## src/rtl/coax_irq_pkg.sv

```systemverilog
// Shared constants for the coax interrupt controller: per-source mode encoding
// and the largest supported source count.
package coax_irq_pkg;

    localparam logic MODE_LEVEL  = 1'b0;
    localparam logic MODE_EDGE   = 1'b1;
    localparam int   MAX_SOURCES = 16;

endpackage

```

## src/rtl/irq_holdoff_timer.sv

```systemverilog
// Interrupt coalescing timer: loads on clear, counts down to zero and stays there.
// The zero flag gates the registered irq in the controller.
module irq_holdoff_timer #(
    parameter int WIDTH = 16
) (
    input  logic             clk,
    input  logic             reset_n,
    input  logic             load,
    input  logic [WIDTH-1:0] load_value,
    output logic             zero
);

    logic [WIDTH-1:0] count;

    always_ff @(posedge clk or negedge reset_n) begin
        if (!reset_n) begin
            count <= '0;
        end else if (load) begin
            count <= load_value;
        end else if (count != '0) begin
            count <= count - WIDTH'(1);
        end
    end

    assign zero = (count == '0);

endmodule

```

## src/rtl/coax_irq_controller.sv

```systemverilog
// Parametrised interrupt controller: per-source edge/level latching, masking,
// lowest-index priority encode and a registered irq. Holdoff coalescing is
// built only when IRQ_CONTROLLER_HOLDOFF_EN is defined.
module coax_irq_controller
    import coax_irq_pkg::*;
#(
    parameter int SOURCES       = 4,
    parameter int HOLDOFF_WIDTH = 16,
    parameter int INDEX_WIDTH   = (SOURCES > 1) ? $clog2(SOURCES) : 1
) (
    input  logic                     clk,
    input  logic                     reset_n,
    input  logic [SOURCES-1:0]       sources,
    input  logic [SOURCES-1:0]       mask_data,
    input  logic                     mask_write_strobe,
    input  logic [SOURCES-1:0]       mode_data,
    input  logic                     mode_write_strobe,
    input  logic [SOURCES-1:0]       clear_data,
    input  logic                     clear_strobe,
    input  logic [HOLDOFF_WIDTH-1:0] holdoff_data,
    input  logic                     holdoff_write_strobe,
    output logic [SOURCES-1:0]       pending,
    output logic [INDEX_WIDTH-1:0]   active_index,
    output logic                     irq
);

    if (SOURCES < 1 || SOURCES > MAX_SOURCES) begin : g_bad_cfg
        $error("coax_irq_controller: SOURCES out of range");
    end

    logic [SOURCES-1:0]     mask_q;
    logic [SOURCES-1:0]     mode_q;
    logic [SOURCES-1:0]     prev_q;
    logic [SOURCES-1:0]     set_term;
    logic [SOURCES-1:0]     clr_term;
    logic [SOURCES-1:0]     active;
    logic [INDEX_WIDTH-1:0] enc_index;
    logic                   holdoff_ok;

    always_ff @(posedge clk or negedge reset_n) begin
        if (!reset_n) begin
            mask_q <= '1;
            mode_q <= {SOURCES{MODE_LEVEL}};
        end else begin
            if (mask_write_strobe) mask_q <= mask_data;
            if (mode_write_strobe) mode_q <= mode_data;
        end
    end

    // prev_q resets low so a source already high after reset reads as an edge.
    always_comb begin
        clr_term = clear_strobe ? clear_data : '0;
        for (int i = 0; i < SOURCES; i++) begin
            set_term[i] = (mode_q[i] == MODE_EDGE) ? (sources[i] & ~prev_q[i]) : sources[i];
        end
    end

    always_ff @(posedge clk or negedge reset_n) begin
        if (!reset_n) begin
            prev_q  <= '0;
            pending <= '0;
        end else begin
            prev_q  <= sources;
            pending <= set_term | (pending & ~clr_term);
        end
    end

    assign active = pending & mask_q;

    // Scan high to low so the lowest active index is the last one assigned.
    always_comb begin
        enc_index = '0;
        for (int i = SOURCES - 1; i >= 0; i--) begin
            if (active[i]) enc_index = INDEX_WIDTH'(i);
        end
    end

`ifdef IRQ_CONTROLLER_HOLDOFF_EN
    logic [HOLDOFF_WIDTH-1:0] holdoff_q;

    always_ff @(posedge clk or negedge reset_n) begin
        if (!reset_n) begin
            holdoff_q <= '0;
        end else if (holdoff_write_strobe) begin
            holdoff_q <= holdoff_data;
        end
    end

    irq_holdoff_timer #(
        .WIDTH (HOLDOFF_WIDTH)
    ) u_holdoff (
        .clk        (clk),
        .reset_n    (reset_n),
        .load       (clear_strobe & (|clear_data)),
        .load_value (holdoff_q),
        .zero       (holdoff_ok)
    );
`else
    logic unused_holdoff;
    assign unused_holdoff = ^{holdoff_data, holdoff_write_strobe};
    assign holdoff_ok     = 1'b1;
`endif

    always_ff @(posedge clk or negedge reset_n) begin
        if (!reset_n) begin
            irq          <= 1'b0;
            active_index <= '0;
        end else begin
            irq          <= (|active) & holdoff_ok;
            active_index <= enc_index;
        end
    end

endmodule

```

## config.mk

```make
export PLATFORM = sky130hd
export DESIGN_NAME = coax_irq_controller
export DESIGN_NICKNAME = d
export VERILOG_FILES = /design/src/rtl/coax_irq_pkg.sv /design/src/rtl/irq_holdoff_timer.sv /design/src/rtl/coax_irq_controller.sv
export SDC_FILE = /design/constraint.sdc
export NUM_CORES = 1
export LEC_CHECK = 0
export ABC_AREA = 1
export CORE_MARGIN = 3
export CORE_UTILIZATION = 32
export CTS_CLUSTER_SIZE = 8
export DETAILED_ROUTE_END_ITERATION = 12
export DONT_BUFFER_PORTS = 1
export GPL_TIMING_DRIVEN = 0
export SYNTH_ARGS = -nofsm -noshare
export SYNTH_HDL_FRONTEND = slang
export SYNTH_SLANG_ARGS = --single-unit
```

## constraint.sdc

```tcl
create_clock -name clk -period 1.1 [get_ports clk]
set_clock_uncertainty 0.15 [all_clocks]
set_input_delay 0.22 -clock clk [delete_from_list [all_inputs] [get_ports clk]]
set_output_delay 0.22 -clock clk [all_outputs]
set_load 0.03 [all_outputs]
```

==> results of run 1 <==
## cells in the final DEF (no fill, tap or decap)
cell           count
inv_1             11
clkbuf_4           3
clkbuf_1           1
nor2_1             1
dfrtp_2            7
dfstp_2            4
nand2_1           35
nand3_1            1
a21oi_2            1
dlygate4sd3_1     19
o21ai_0            8
dfrtp_1            8
## layer usage
layer | share of wire (%) | up-vias | track usage (%)
met3 | 10 | 0 | 5.63
met2 | 49 | 24 | 18.4
met5 | 0 | - | 0
li1 | - | 277 | -
met4 | 0 | 0 | 2.55
met1 | 41 | 227 | 12.1
## metrics by stage
stage / std cells / cell area, sq um / util (%) / TNS, ns / worst slack (ns)
floorplan: 76 / 711 / - / 0 / 0.0658
global placement: 103 / 744 / 36.8 / 0 / 0.00879
detailed placement: 103 / 744 / 36.8 / -0.0145 / -0.00810
CTS: 126 / 970 / 48.0 / -0.453 / -0.0747
global route: 126 / 970 / 48.0 / -0.698 / -0.105
finish: 126 / 970 / 48.0 / -0.361 / -0.0621
## what timing repair did
| action | in CTS | in global routing |
|---|---|---|
| gates resized for setup | 7 | 0 |
| cloned | 0 | 0 |
| setup endpoints to repair | 10 | 10 |
| endpoints found under the hold margin | 35 | 19 |
## cell usage after synthesis
| master | count | area, sq um |
|---|---|---|
| nand2_1 | 35 | 131 |
| dfrtp_1 | 15 | 375 |
| inv_1 | 11 | 41.3 |
| o21ai_0 | 8 | 40.0 |
| dfstp_2 | 4 | 105 |
| a21oi_2 | 1 | 8.76 |
| nand3_1 | 1 | 5.00 |
| nor2_1 | 1 | 3.75 |
## power by group through the flow
stage               clock, W  sequential [W]  combinational, W
floorplan                  0        0.000881         0.0000780
global placement           0        0.000890         0.0000875
detailed placement         0        0.000891         0.0000917
CTS                 0.000358        0.000885          0.000155
global route        0.000393        0.000895          0.000180
finish              0.000341        0.000884          0.000152
## state kept, by name (all words and copies together), names as in the netlist
signal / flops
active_index: 2
irq: 1
mask_q: 4
mode_q: 4
pending: 4
prev_q: 4
## logic make-up (layout without fill, tap and decap cells)
family                 after synthesis  count (layout)  synth area share, %
flip-flops                          19              19                 67.6
AO/OA/AOI/OAI                        9               9                 6.87
buffers and inverters               11              34                 5.81
AND/OR/NAND/NOR                     37              37                 19.7
## layout make-up
cell class | instances | area (sq um) | share of cell area [%]
Inverter | 11 | 41.3 | 4.26
Sequential cell | 19 | 489 | 50.5
Multi-Input combinational cell | 46 | 189 | 19.5
Timing Repair Buffer | 19 | 190 | 19.6
Clock buffer | 4 | 26.3 | 2.71
Tap cell | 27 | 33.8 | 3.48
## worst paths after layout
kind,cells after the start,to,slack (ns),start
max,0,pending[1],-0.06,pending[1]
max in group asynchronous,0,mask_q[0],1.17,reset_n
max reg2reg,4,irq,0.05,pending[3]
min in group clk,2,mask_q[2],0.33,mask_q[2]
min,0,active_index[0],-0.54,reset_n
min reg2reg,2,mask_q[2],0.33,mask_q[2]
==> metrics.cfg, run 1 <==
[outcome]
run_status=complete, but fails checks
violations=hold timing, setup timing

[sta]
fin_hold_ws_ns=-0.542
layout_min_cycle_time_ns=1.16
finalMaxSlewViolations=0
relSlewSlack_pct=83.0
tightest_slew_ns=0.254
fmax_mhz=861
grt_setup_unrepaired=true
hold_violations=19
setup_viol=7
finalCritPeriodShare_pct=106
layout_setup_ws_ns=-0.0621

[min_path]
hold_path.class=input port to async pin

[grt]
gr-total-overflow=0
grt_max_degree=20
grt_first_pass_wirelength_um=2120
grt_use_total_pct=10.9
antenna_found_initial=0
grt_pass1_vias=501

[synth]
syn_area_per_cell_sq_um=9.35
synth.yosys.seq_area_share_pct=67.6
synth_cells=76
yosysUniqueCellTypes=8
syn_area_sq_um=711
ys_warn_count=0
ys_seq_elements=19
synthesis.nets=114

[drt]
drt-pass1-iter-count=2
vias=528
drt_wl_total_um=1330
wl_per_cell_um=10.5
drt_iter0_drc=4
drc=0
vias_per_cell=4.19
postRouteAntennaNets=0

[clocking]
cts_tree=yes
clk_pin_slew_ns=0.10
clockBufferDepth=2
clock-sinks=19
root_buffer=clkbuf_4
cts_buffers=3
clock_latency_ns=0.29
hold_buffers=19
cts_max_level=1
cts_setup_buffers=0

[die]
ioPinCount=45
dieWidth_um=53.1
die_h_um=53.1
core_area_sq_um=2020
start_util_pct=35.1
num_rows=16
die_area_sq_um=2820

[power]
powerDensity_nw_per_um2=1420
p_seq_share_pct=64.2
p_clk_share_pct=24.8
combPwrFrac_pct=11.1
peakVddDrop_mv=1.03
p_leak_nw=0.468
power.total_w=0.00138
netSwitchingFraction_pct=27.1
internal-power_w=0.00100
power_switching_w=0.000373

[worst_setup_path]
startpoint_type=flip-flop
endpoint_kind=output pin
crit_arrival_ns=0.79
worstPathRequired_ns=0.73
critPathMaxFanout=3
path_class=flip-flop to output pin

[place]
hpwl_um=934
io_buffers=0
routabilityCongestion=0.650

[finish]
antenna_cells=0
fill_cells=204
fin_nets=138
areaGrowthSynthToFinish_pct=36.4
final_layout_size_suffix_gt1_share_pct=15.2

[run]
maxCapViolations=0

(Power assumes the default switching activity.)
==> run 2, diff against run 1 <==
Settings changed: TNS_END_PERCENT set to 10.
==> metrics.cfg, run 2 (same netlist as run 1, synthesis figures left out) <==
[clocking]
cts_max_level=1
clk_pin_slew_ns=0.10
root_buffer=clkbuf_4
clockBufferDepth=2
cts_buffers=3
hold_buffers=19
cts_tree=yes
clock-sinks=19
clock_latency_ns=0.29

[sta]
layout_min_cycle_time_ns=1.16
finalMaxSlewViolations=0
grt_setup_unrepaired=true
fin_hold_ws_ns=-0.542
tns_ns=-0.361
setup_viol=7
finalCritPeriodShare_pct=106
tightest_slew_ns=0.254
layout_setup_ws_ns=-0.0621
hold_violations=19
relSlewSlack_pct=83.0
fmax_mhz=861

[power]
peakVddDrop_mv=1.03
p_leak_nw=0.468
powerDensity_nw_per_um2=1420
power.total_w=0.00138

[worst_setup_path]
endpoint_kind=output pin
crit_arrival_ns=0.79
path_class=flip-flop to output pin
reg2reg_setup_slack_ns=0.05
crit_cells=0
cp-endpoint=pending[1]
cp-startpoint=pending[1]
r2r_cells=4
r2r-end=irq
startpoint_type=flip-flop
critPathMaxFanout=3
r2r_start=pending[3]
worstPathRequired_ns=0.73

[drt]
vias=528
drt-pass1-iter-count=2
drt_wl_total_um=1330
wl_per_cell_um=10.5
postRouteAntennaNets=0
drc=0
vias_per_cell=4.19
drt_iter0_drc=4

[die]
core_area_sq_um=2020
ioPinCount=45
start_util_pct=35.1
die_area_sq_um=2820
die_h_um=53.1
num_rows=16
dieWidth_um=53.1

[place]
routabilityCongestion=0.650
hpwl_um=934
place_area_sq_um=744
io_buffers=0

[finish]
fill_cells=204
areaGrowthSynthToFinish_pct=36.4
layout_commonest_cell=nand2_1
antenna_cells=0
fin_nets=138
final_cell_mix=nand2_1, dlygate4sd3_1, inv_1
design_area_sq_um=970
final_layout_size_suffix_gt1_share_pct=15.2

[min_path]
hold_path.class=input port to async pin

[grt]
gr-total-overflow=0
antenna_found_initial=0
grt_max_degree=20
grt_first_pass_wirelength_um=2120
grt_use_total_pct=10.9
grt_pass1_vias=501

[outcome]
violations=hold timing, setup timing
run_status=complete, but fails checks

[run]
maxCapViolations=0

-- run 2: cell counts in the layout (fill, tap and decap cells not counted) --
Identical to the previous run, type by type.
-- run 2: worst min path at each step --
stage / endpoint / slack, ns / depth (start not counted) / startpoint
finish: active_index[0] / -0.54 / 0 / reset_n
global route: pending[3] / -0.57 / 0 / reset_n
CTS: active_index[0] / -0.55 / 0 / reset_n
detailed placement: active_index[0] / -0.23 / 0 / reset_n
global placement: active_index[0] / -0.23 / 0 / reset_n
floorplan: active_index[0] / -0.23 / 0 / reset_n
-- run 2: per-stage QoR --
step | cells | util, % | hold WS, ns | setup slack [ns]
after floorplan | 76 | - | -0.226 | 0.0658
after global placement | 103 | 36.8 | -0.225 | 0.00879
after detailed placement | 103 | 36.8 | -0.225 | -0.00810
after CTS | 126 | 48.0 | -0.553 | -0.0747
after global routing | 126 | 48.0 | -0.573 | -0.105
final | 126 | 48.0 | -0.542 | -0.0621
-- run 2: what timing repair did --
item                                    in CTS  in global routing
buffers inserted                             0                  0
endpoints found under the hold margin       35                 19
endpoints found under the setup margin      10                 10
gates resized for setup                      7                  0
-- run 2: metal layers --
| layer | share of wire [%] | global-route usage [%] |
|---|---|---|
| met5 | 0 | 0 |
| met4 | 0 | 2.55 |
| met3 | 10 | 5.63 |
| met2 | 49 | 18.4 |
| met1 | 41 | 12.1 |
-- run 2: final cells by class --
cell class | instances | area, sq um | share of cell area [%]
Clock buffer | 4 | 26.3 | 2.71
Multi-Input combinational cell | 46 | 189 | 19.5
Sequential cell | 19 | 489 | 50.5
Tap cell | 27 | 33.8 | 3.48
Timing Repair Buffer | 19 | 190 | 19.6
Inverter | 11 | 41.3 | 4.26
-- run 2: power breakdown --
part | internal, W | switching (W)
Combinational | 0.0000824 | 0.0000698
Clock | 0.000141 | 0.000200
Sequential | 0.000781 | 0.000103
Total | 0.00100 | 0.000373
==> run 3, diff against run 2 <==
Settings changed: CAP_MARGIN set to 20.
==> results of run 3 <==
Same layout as run 2: the final DEF is identical, and so are final timing and power.
